==> config.mk <==
export PLATFORM = sky130hd
export DESIGN_NAME = hilbert_sequencer
export DESIGN_NICKNAME = d
export VERILOG_FILES = /design/src/rtl/hilbert_sequencer.sv
export SDC_FILE = /design/constraint.sdc
export NUM_CORES = 1
export LEC_CHECK = 0
export ABC_CLOCK_PERIOD_IN_PS = 1800
export BUFFER_PORTS_ARGS = -buffer_cell sky130_fd_sc_hd__buf_2
export CORE_ASPECT_RATIO = 0.6
export CORE_UTILIZATION = 30
export DETAILED_ROUTE_END_ITERATION = 12
export PLACE_DENSITY = 0.57
export SLEW_MARGIN = 40
export SYNTH_ARGS = -nofsm -noshare
export SYNTH_HDL_FRONTEND = slang
export SYNTH_SLANG_ARGS = --single-unit
==> constraint.sdc <==
create_clock -name clock_i -period 1.8 [get_ports clock_i]
set_input_delay 0.36 -clock clock_i [delete_from_list [all_inputs] [get_ports clock_i]]
set_output_delay 0.36 -clock clock_i [all_outputs]
set_load 0.02 [all_outputs]
==> src/rtl/hilbert_sequencer.sv <==
// hilbert_sequencer: sequences an acquisition block for a Hilbert stage.
// A free-running tick counter produces the frame strobe. The FSM runs
// IDLE -> ARM -> LOCK -> RUN -> DRAIN and counts the frames completed in RUN.
// Optional build macro: HILBERT_SEQ_TIMEOUT_EN. When it is defined, LOCK gives
// up after 4 strobes without locked_i.
module hilbert_sequencer #(
  parameter int TICKS = 12,
  parameter int TBITS = 4,
  parameter int CBITS = 10,
  parameter int DELAY = 3
) (
  input  logic             clock_i,
  input  logic             reset_ni,
  input  logic             start_i,
  input  logic             abort_i,
  input  logic [CBITS-1:0] frames_i,
  input  logic             locked_i,
  output logic             enable_o,
  output logic             strobe_o,
  output logic             busy_o,
  output logic             done_o,
  output logic             error_o,
  output logic [CBITS-1:0] count_o
);

  localparam logic [2:0] S_IDLE  = 3'd0;
  localparam logic [2:0] S_ARM   = 3'd1;
  localparam logic [2:0] S_LOCK  = 3'd2;
  localparam logic [2:0] S_RUN   = 3'd3;
  localparam logic [2:0] S_DRAIN = 3'd4;

  localparam logic [TBITS-1:0] TICK_LAST = TBITS'(TICKS - 1);

  logic [TBITS-1:0] tick_q, tick_d;
  logic [2:0]       state_q, state_d;
  logic [CBITS-1:0] frames_q, frames_d;
  logic [CBITS-1:0] count_q, count_d;
  logic             enable_q, enable_d;
  logic             done_q, done_d;
  logic             error_q, error_d;
  logic             strobe;
  logic             lock_timeout;
  logic [CBITS-1:0] count_inc;

  // DELAY only shapes simulation timing in the original model. Synthesizable
  // logic has no delays, so the parameter is accepted and deliberately left
  // unused.
  logic unused_delay;
  assign unused_delay = (DELAY != 0);

  assign strobe    = (tick_q == TICK_LAST);
  // Frames are counted modulo 2^CBITS. A latched frames value of 0 therefore
  // means a full wrap: the terminal strobe takes the count back to 0.
  assign count_inc = count_q + 1'b1;

  // The tick counter wraps at TICKS-1 in every state.
  always_comb begin
    tick_d = strobe ? '0 : tick_q + 1'b1;
  end

`ifdef HILBERT_SEQ_TIMEOUT_EN
  logic [1:0] lock_wait_q, lock_wait_d;

  // Count the strobes seen while LOCK waits for locked_i.
  always_comb begin
    lock_wait_d = lock_wait_q;
    if (state_q != S_LOCK) begin
      lock_wait_d = '0;
    end else if (strobe) begin
      lock_wait_d = lock_wait_q + 1'b1;
    end
  end

  // Strobe counter used for the lock timeout.
  always_ff @(posedge clock_i or negedge reset_ni) begin
    if (!reset_ni) begin
      lock_wait_q <= '0;
    end else begin
      lock_wait_q <= lock_wait_d;
    end
  end

  // The timeout fires on the fourth strobe spent in LOCK.
  assign lock_timeout = (state_q == S_LOCK) && strobe && (lock_wait_q == 2'd3);
`else
  assign lock_timeout = 1'b0;
`endif

  // Next-state and datapath decisions of the sequencer FSM.
  always_comb begin
    // NOTE: every output of this block gets a default first, so no path can
    // leave a value unassigned and infer a latch.
    state_d  = state_q;
    frames_d = frames_q;
    count_d  = count_q;
    error_d  = error_q;
    done_d   = 1'b0;
    case (state_q)
      S_IDLE: begin
        // start_i wins over abort_i here because abort_i is not looked at.
        if (start_i) begin
          frames_d = frames_i;
          count_d  = '0;
          error_d  = 1'b0;
          state_d  = S_ARM;
        end
      end
      S_ARM: begin
        if (abort_i) begin
          error_d = 1'b1;
          state_d = S_DRAIN;
        end else if (strobe) begin
          state_d = S_LOCK;
        end
      end
      S_LOCK: begin
        if (abort_i) begin
          error_d = 1'b1;
          state_d = S_DRAIN;
        end else if (locked_i) begin
          state_d = S_RUN;
        end else if (lock_timeout) begin
          error_d = 1'b1;
          state_d = S_DRAIN;
        end
      end
      S_RUN: begin
        // The frame still counts when an abort lands on its strobe.
        if (strobe) begin
          count_d = count_inc;
        end
        if (abort_i || !locked_i) begin
          error_d = 1'b1;
          state_d = S_DRAIN;
        end else if (strobe && (count_inc == frames_q)) begin
          state_d = S_DRAIN;
        end
      end
      S_DRAIN: begin
        if (!locked_i) begin
          done_d  = !error_q;
          state_d = S_IDLE;
        end
      end
      default: state_d = S_IDLE;
    endcase
    // enable_o is registered from the next state, so it changes only on
    // clock edges.
    enable_d = (state_d == S_ARM) || (state_d == S_LOCK) || (state_d == S_RUN);
  end

  // State registers. Asynchronous reset drops enable_o immediately.
  always_ff @(posedge clock_i or negedge reset_ni) begin
    // NOTE: sequential state uses non-blocking assignments only, so every
    // flop samples the pre-edge values regardless of evaluation order.
    if (!reset_ni) begin
      tick_q   <= '0;
      state_q  <= S_IDLE;
      frames_q <= '0;
      count_q  <= '0;
      enable_q <= 1'b0;
      done_q   <= 1'b0;
      error_q  <= 1'b0;
    end else begin
      tick_q   <= tick_d;
      state_q  <= state_d;
      frames_q <= frames_d;
      count_q  <= count_d;
      enable_q <= enable_d;
      done_q   <= done_d;
      error_q  <= error_d;
    end
  end

  assign enable_o = enable_q;
  assign strobe_o = strobe;
  assign busy_o   = (state_q != S_IDLE);
  assign done_o   = done_q;
  assign error_o  = error_q;
  assign count_o  = count_q;

endmodule

# After elaboration in Yosys (flattened, before gate mapping)
# Index checks and enable logic that the tools add are counted.
# totals
reg_bits,30
latchBits,0
ramBits,0
romBits,0
mem_count,0
# op_classes
add_sub_neg,2
n_mul,0
n_div,0
n_lt_le_gt_ge,0
eq_ne,13
n_shift,0
muxes,19
bitwise_logic,0
reduce_logical,14
# op_table
operator,n
$mux 3,8
$mux 10,2
$pmux 10 s2,1
$pmux 3 s5,1
$eq 3x2->1 const B,4
$add 10x1->10 const B,1
$eq 10x10->1,1
$eq 3x1->1 const B,2
$ne 2x2->1 const B,3
$reduce_bool 3->1,2
$mux 1,5
$add 4x1->4 const B,1
$eq 4x4->1 const B,1
$mux 4,1
$reduce_and 4->1,1
$eq 3x3->1 const B,1
$logic_not 3->1,1
$logic_or 1x1->1,3
$pmux 1 s3,1
$reduce_and 3->1,1
$logic_not 1->1,2
$ne 2x1->1 const B,1
$reduce_and 2->1,1
$reduce_bool 2->1,1
other kinds (2),2

# Longest topological paths before layout
# logic_depth
word_depth,9
mapped_depth,7
ltp_nobuf,7

# Worst setup path after synthesis
# OpenSTA, ideal clock, no wires.
# synth_path
kind,flip-flop to flip-flop
startpoint,register count_q[0] (netlist: count_o[0])
endpoint,register enable_q (netlist: enable_o)
setup_ns,0.132
t_arrival_ns,1.790
t_required_ns,1.668
setup_slack_ns,-0.122
stages_incl_launch_ff,8
period_less_slack_ns,1.922
cell_sequence,dfrtp_1 ha_1 nand3_1 nor2_1 o311ai_1 nor4_1 a31oi_1 nand3b_1
# synth_via
elab_chain_cells,9
word_cells_on_any_way,11
cone_classes,add/sub (1); eq/ne (4); mux (3); reduce/logical (3)
# synth_rtl
element,line_no,source
"start, declared",37,"logic [CBITS-1:0] count_q, count_d;"
"start signal, assigned",168,count_q <= count_d;
$add 10x1->10 (*),54,assign count_inc = count_q + 1'b1;
$eq 10x10->1 (*),135,end else if (strobe && (count_inc == frames_q)) begin
$logic_and 1x1->1 (*),135,
$mux 3 (*),135,
$mux 3 (*),132,if (abort_i || !locked_i) begin
$pmux 3 s5 (*),98,case (state_q)
$eq 3x1->1 / $eq 3x2->1 (equally long branches),149,enable_d = (state_d == S_ARM) || (state_d == S_LOCK) || (state_d == S_RUN);
$logic_or 1x1->1,149,
$logic_or 1x1->1 (*),149,
net enable_d,38,"logic enable_q, enable_d;"
"end signal, assigned",169,enable_q <= enable_d;
"end, declared",38,
# Mark *: on every way through the listed nets, which the timed path passes. The rest lies on a longest branch.
# A chain may end at the register's enable or synchronous reset.

# Worst setup path after layout
# Same ends and word-level chain as after synthesis.

==> flow_results.xml <==
<?xml version="1.0" encoding="UTF-8"?>
<metrics>
  <group name="yosys">
    <metric name="async_flop_share" unit="%">100</metric>
    <metric name="yosysUniqueCellTypes" unit="">40</metric>
    <metric name="ys_ff_latch" unit="">30</metric>
    <metric name="mappedNetlistNets" unit="">184</metric>
    <metric name="post_syn_area" unit="mm²">0.00162</metric>
    <metric name="netlist_instances" unit="">167</metric>
    <metric name="synth_edf_count" unit="">0</metric>
    <metric name="synth_flop_cell" unit="">sky130_fd_sc_hd__dfrtp_1</metric>
    <metric name="synthesis.area_per_instance" unit="µm²">9.67</metric>
    <metric name="synth_sequential_area_ratio" unit="%">46.5</metric>
    <metric name="yosysWarnings" unit="">0</metric>
  </group>
  <group name="job">
    <metric name="count_of_maximum_capacitance_violations" unit="">0</metric>
  </group>
  <group name="worst_setup_path">
    <metric name="worst-endpoint-arrival" unit="ns">2.05</metric>
    <metric name="crit_path_max_fanout" unit="">6</metric>
    <metric name="critPathCaptureType" unit="">flop</metric>
    <metric name="required_time_worst_endpoint" unit="ns">2.01</metric>
    <metric name="critical_path.startpoint_type" unit="">flop</metric>
    <metric name="setup.worst_path.class" unit="">reg2reg</metric>
  </group>
  <group name="clock_network">
    <metric name="post_cts.repair.setup_buffers" unit="">0</metric>
    <metric name="max-clock-path-buffers" unit="">2</metric>
    <metric name="worstSkewPairLatency" unit="ns">0.28</metric>
    <metric name="htree_levels" unit="">2</metric>
    <metric name="cts-hold-fix-buffers" unit="">0</metric>
    <metric name="clock-root-buffer" unit="">sky130_fd_sc_hd__clkbuf_8</metric>
    <metric name="clock-sinks" unit="">30</metric>
    <metric name="numCtsBuffers" unit="">5</metric>
    <metric name="clock_tree_from_tritoncts" unit="">yes</metric>
    <metric name="clk_transition_reported_paths" unit="ns">0.07</metric>
  </group>
  <group name="sta">
    <metric name="clock-skew-final" unit="ns">0.00609</metric>
    <metric name="rsz0062_at_grt" unit="">true</metric>
    <metric name="min_period_over_period" unit="%">102</metric>
    <metric name="fin_setup_tns" unit="ns">-0.0380</metric>
    <metric name="finalSetupViolations" unit="">3</metric>
    <metric name="timing.fmax" unit="MHz">546</metric>
    <metric name="fin_crit" unit="ns">1.83</metric>
    <metric name="slew_headroom" unit="%">54.7</metric>
    <metric name="timing.final.hold_violations" unit="">0</metric>
    <metric name="postLayoutSetupSlackWorst" unit="ns">-0.0321</metric>
    <metric name="max_slew_violation_count" unit="">0</metric>
    <metric name="tightest_slew" unit="ns">0.679</metric>
  </group>
  <group name="outcome">
    <metric name="violated_checks" unit="">negative setup slack</metric>
    <metric name="status" unit="">finished, violations left</metric>
  </group>
  <group name="detailed_routing">
    <metric name="wire_per_inst" unit="µm">13.9</metric>
    <metric name="detail-route-antenna-nets" unit="">0</metric>
    <metric name="first_iter_violations" unit="">75</metric>
    <metric name="drt_first_pass_iters" unit="">4</metric>
    <metric name="avgViaCountPerCell" unit="">4.79</metric>
    <metric name="drc" unit="">0</metric>
    <metric name="wirelength" unit="µm">4030</metric>
    <metric name="vias" unit="">1390</metric>
  </group>
  <group name="floorplan">
    <metric name="core-area" unit="mm²">0.00513</metric>
    <metric name="die-area" unit="mm²">0.00569</metric>
    <metric name="io_pins" unit="">30</metric>
    <metric name="initial_utilization" unit="%">31.5</metric>
    <metric name="die_y" unit="µm">58.8</metric>
    <metric name="horizontal_die_dimension" unit="µm">96.7</metric>
    <metric name="number_of_placement_rows" unit="">20</metric>
  </group>
  <group name="placement">
    <metric name="dpl-instance-area" unit="mm²">0.00202</metric>
    <metric name="buffer_ports.inserted" unit="">29</metric>
    <metric name="dpl_wire_length" unit="µm">3040</metric>
    <metric name="numPlacedInstances" unit="">282</metric>
    <metric name="finalWeightedCongestion" unit="">0.824</metric>
  </group>
  <group name="cells_and_area">
    <metric name="final_design_area_no_fill" unit="mm²">0.00218</metric>
    <metric name="final_net_count" unit="">240</metric>
    <metric name="n_fill_cell" unit="">504</metric>
    <metric name="synthToLayoutAreaGrowth" unit="%">35.0</metric>
    <metric name="share_of_post_route_cells_with_drive_strength_above_1" unit="%">38.8</metric>
    <metric name="fin_util" unit="%">42.5</metric>
    <metric name="commonest_cells_after_routing_fill_and_taps_aside" unit="">28 x sky130_fd_sc_hd__buf_2, 28 x sky130_fd_sc_hd__buf_4, 25 x sky130_fd_sc_hd__dfrtp_1</metric>
    <metric name="stdcell_count" unit="">290</metric>
    <metric name="antenna-diode-count" unit="">0</metric>
  </group>
  <group name="power">
    <metric name="vdd_drop_max" unit="V">0.000470</metric>
    <metric name="power" unit="mW">2.50</metric>
    <metric name="cellLeakagePower" unit="nW">1.00</metric>
    <metric name="power_per_cell_area" unit="mW/mm²">1150</metric>
  </group>
  <group name="global_route">
    <metric name="grt_overflow" unit="">0</metric>
    <metric name="grt_antenna_before_repair" unit="">0</metric>
    <metric name="grt_max_degree" unit="">31</metric>
    <metric name="gr-usage-all-layers" unit="%">16.1</metric>
    <metric name="grt_pass1_wl" unit="µm">6990</metric>
    <metric name="number_of_global_route_vias_before_repair" unit="">1389</metric>
  </group>
  <group name="worst_hold_path">
    <metric name="holdCritPathClass" unit="">in2async</metric>
  </group>
</metrics>
-- kinds of logic (layout without fill, tap and decap cells) --
kind of cell | Yosys count | in the layout | share of synthesized area (%)
AO/OA/AOI/OAI | 36 | 36 | 13.6
XOR/XNOR | 14 | 14 | 7.59
adder cells (fa/ha/maj) | 2 | 2 | 1.55
buffers and inverters | 10 | 67 | 2.79
flip-flops | 30 | 30 | 46.5
multiplexers | 10 | 10 | 6.97
AND/OR/NAND/NOR | 65 | 65 | 21.1
-- path summary, 6_finish.rpt --
kind	cells past startpoint	startpoint	slack (ns)	endpoint
worst max register to register	7	count_o[0]	-0.03	enable_o
worst min-delay path	1	reset_ni	0.12	frames_q[4]
worst min register to register	1	error_o	0.46	done_o
max in group asynchronous	1	reset_ni	1.20	count_o[4]
min in group clock_i	2	frames_i[2]	0.29	frames_q[2]
worst max-delay path	7	count_o[0]	-0.03	enable_o
-- timing repair --
action / CTS / global route
pin swaps: 0 / 2
setup endpoints to repair: 3 / 6
resized for setup: 3 / 7
-- Yosys cell counts, types with 2 or more instances --
| library cell | number | area (µm²) |
|---|---|---|
| sky130_fd_sc_hd__a21oi_1 | 4 | 20.0 |
| sky130_fd_sc_hd__a31oi_1 | 3 | 18.8 |
| sky130_fd_sc_hd__buf_2 | 3 | 15.0 |
| sky130_fd_sc_hd__clkbuf_1 | 3 | 11.3 |
| sky130_fd_sc_hd__dfrtp_1 | 30 | 751 |
| sky130_fd_sc_hd__ha_1 | 2 | 25.0 |
| sky130_fd_sc_hd__inv_1 | 3 | 11.3 |
| sky130_fd_sc_hd__mux2_1 | 3 | 33.8 |
| sky130_fd_sc_hd__mux2_2 | 7 | 78.8 |
| sky130_fd_sc_hd__nand2_1 | 14 | 52.6 |
| sky130_fd_sc_hd__nand2b_1 | 6 | 37.5 |
| sky130_fd_sc_hd__nand3_1 | 7 | 35.0 |
| sky130_fd_sc_hd__nand3b_1 | 3 | 22.5 |
| sky130_fd_sc_hd__nor2_1 | 18 | 67.6 |
| sky130_fd_sc_hd__nor2b_1 | 2 | 12.5 |
| sky130_fd_sc_hd__nor3_1 | 2 | 10.0 |
| sky130_fd_sc_hd__o21ai_0 | 20 | 100 |
| sky130_fd_sc_hd__o41ai_1 | 2 | 17.5 |
| sky130_fd_sc_hd__or3_1 | 2 | 12.5 |
| sky130_fd_sc_hd__xnor2_1 | 8 | 70.1 |
| sky130_fd_sc_hd__xor2_1 | 6 | 52.6 |
-- flip-flops by register name, indices dropped and copies added (netlist names) --
signal,count
frames_q,10
count_o,10
enable_o,1
tick_q,4
done_o,1
state_q,3
error_o,1
-- through the flow --
stage | hold WS, ns | setup WS, ns
after floorplan | 0.0644 | 0.00375
after global placement | 0.447 | -0.0424
after detailed placement | 0.450 | -0.115
after CTS | 0.154 | -0.0400
after global routing | 0.176 | -0.181
final | 0.117 | -0.0321
-- worst max-delay path, stage by stage (launching register included) --
cell	delay, ns
sky130_fd_sc_hd__dfrtp_2	0.39
sky130_fd_sc_hd__buf_4	0.15
sky130_fd_sc_hd__nand3_2	0.12
sky130_fd_sc_hd__or4_1	0.44
sky130_fd_sc_hd__a31oi_2	0.21
sky130_fd_sc_hd__nor4_4	0.08
sky130_fd_sc_hd__a31oi_1	0.22
sky130_fd_sc_hd__nand3b_1	0.15
-- metal layers --
| metal | vias to the layer above | track usage [%] | part of all wire [%] |
|---|---|---|---|
| met5 | - | 0 | 0 |
| li1 | 704 | - | - |
| met1 | 634 | 24.3 | 54 |
| met2 | 48 | 21.5 | 37 |
| met4 | 0 | 4.48 | 0.77 |
| met3 | 4 | 5.11 | 8.0 |
-- report_power, final --
group          leakage, nW  switching (mW)  internal [mW]  total (mW)
registers            0.377           0.134          0.842       0.976
logic                0.566           0.424          0.431       0.854
clock network       0.0579           0.263          0.407       0.670
-- area by class of cell --
type                       instances  area [µm²]  area share, %
sequential                        30         757           34.7
timing repair buffer              56         350           16.1
clock buffer                       5        68.8           3.16
inverter                           3        11.3          0.516
multi-input combinational        127         871           39.9
tap                               66        82.6           3.79
clock inverter                     3        40.0           1.84
Note: power is estimated with default switching activity, not from simulation.
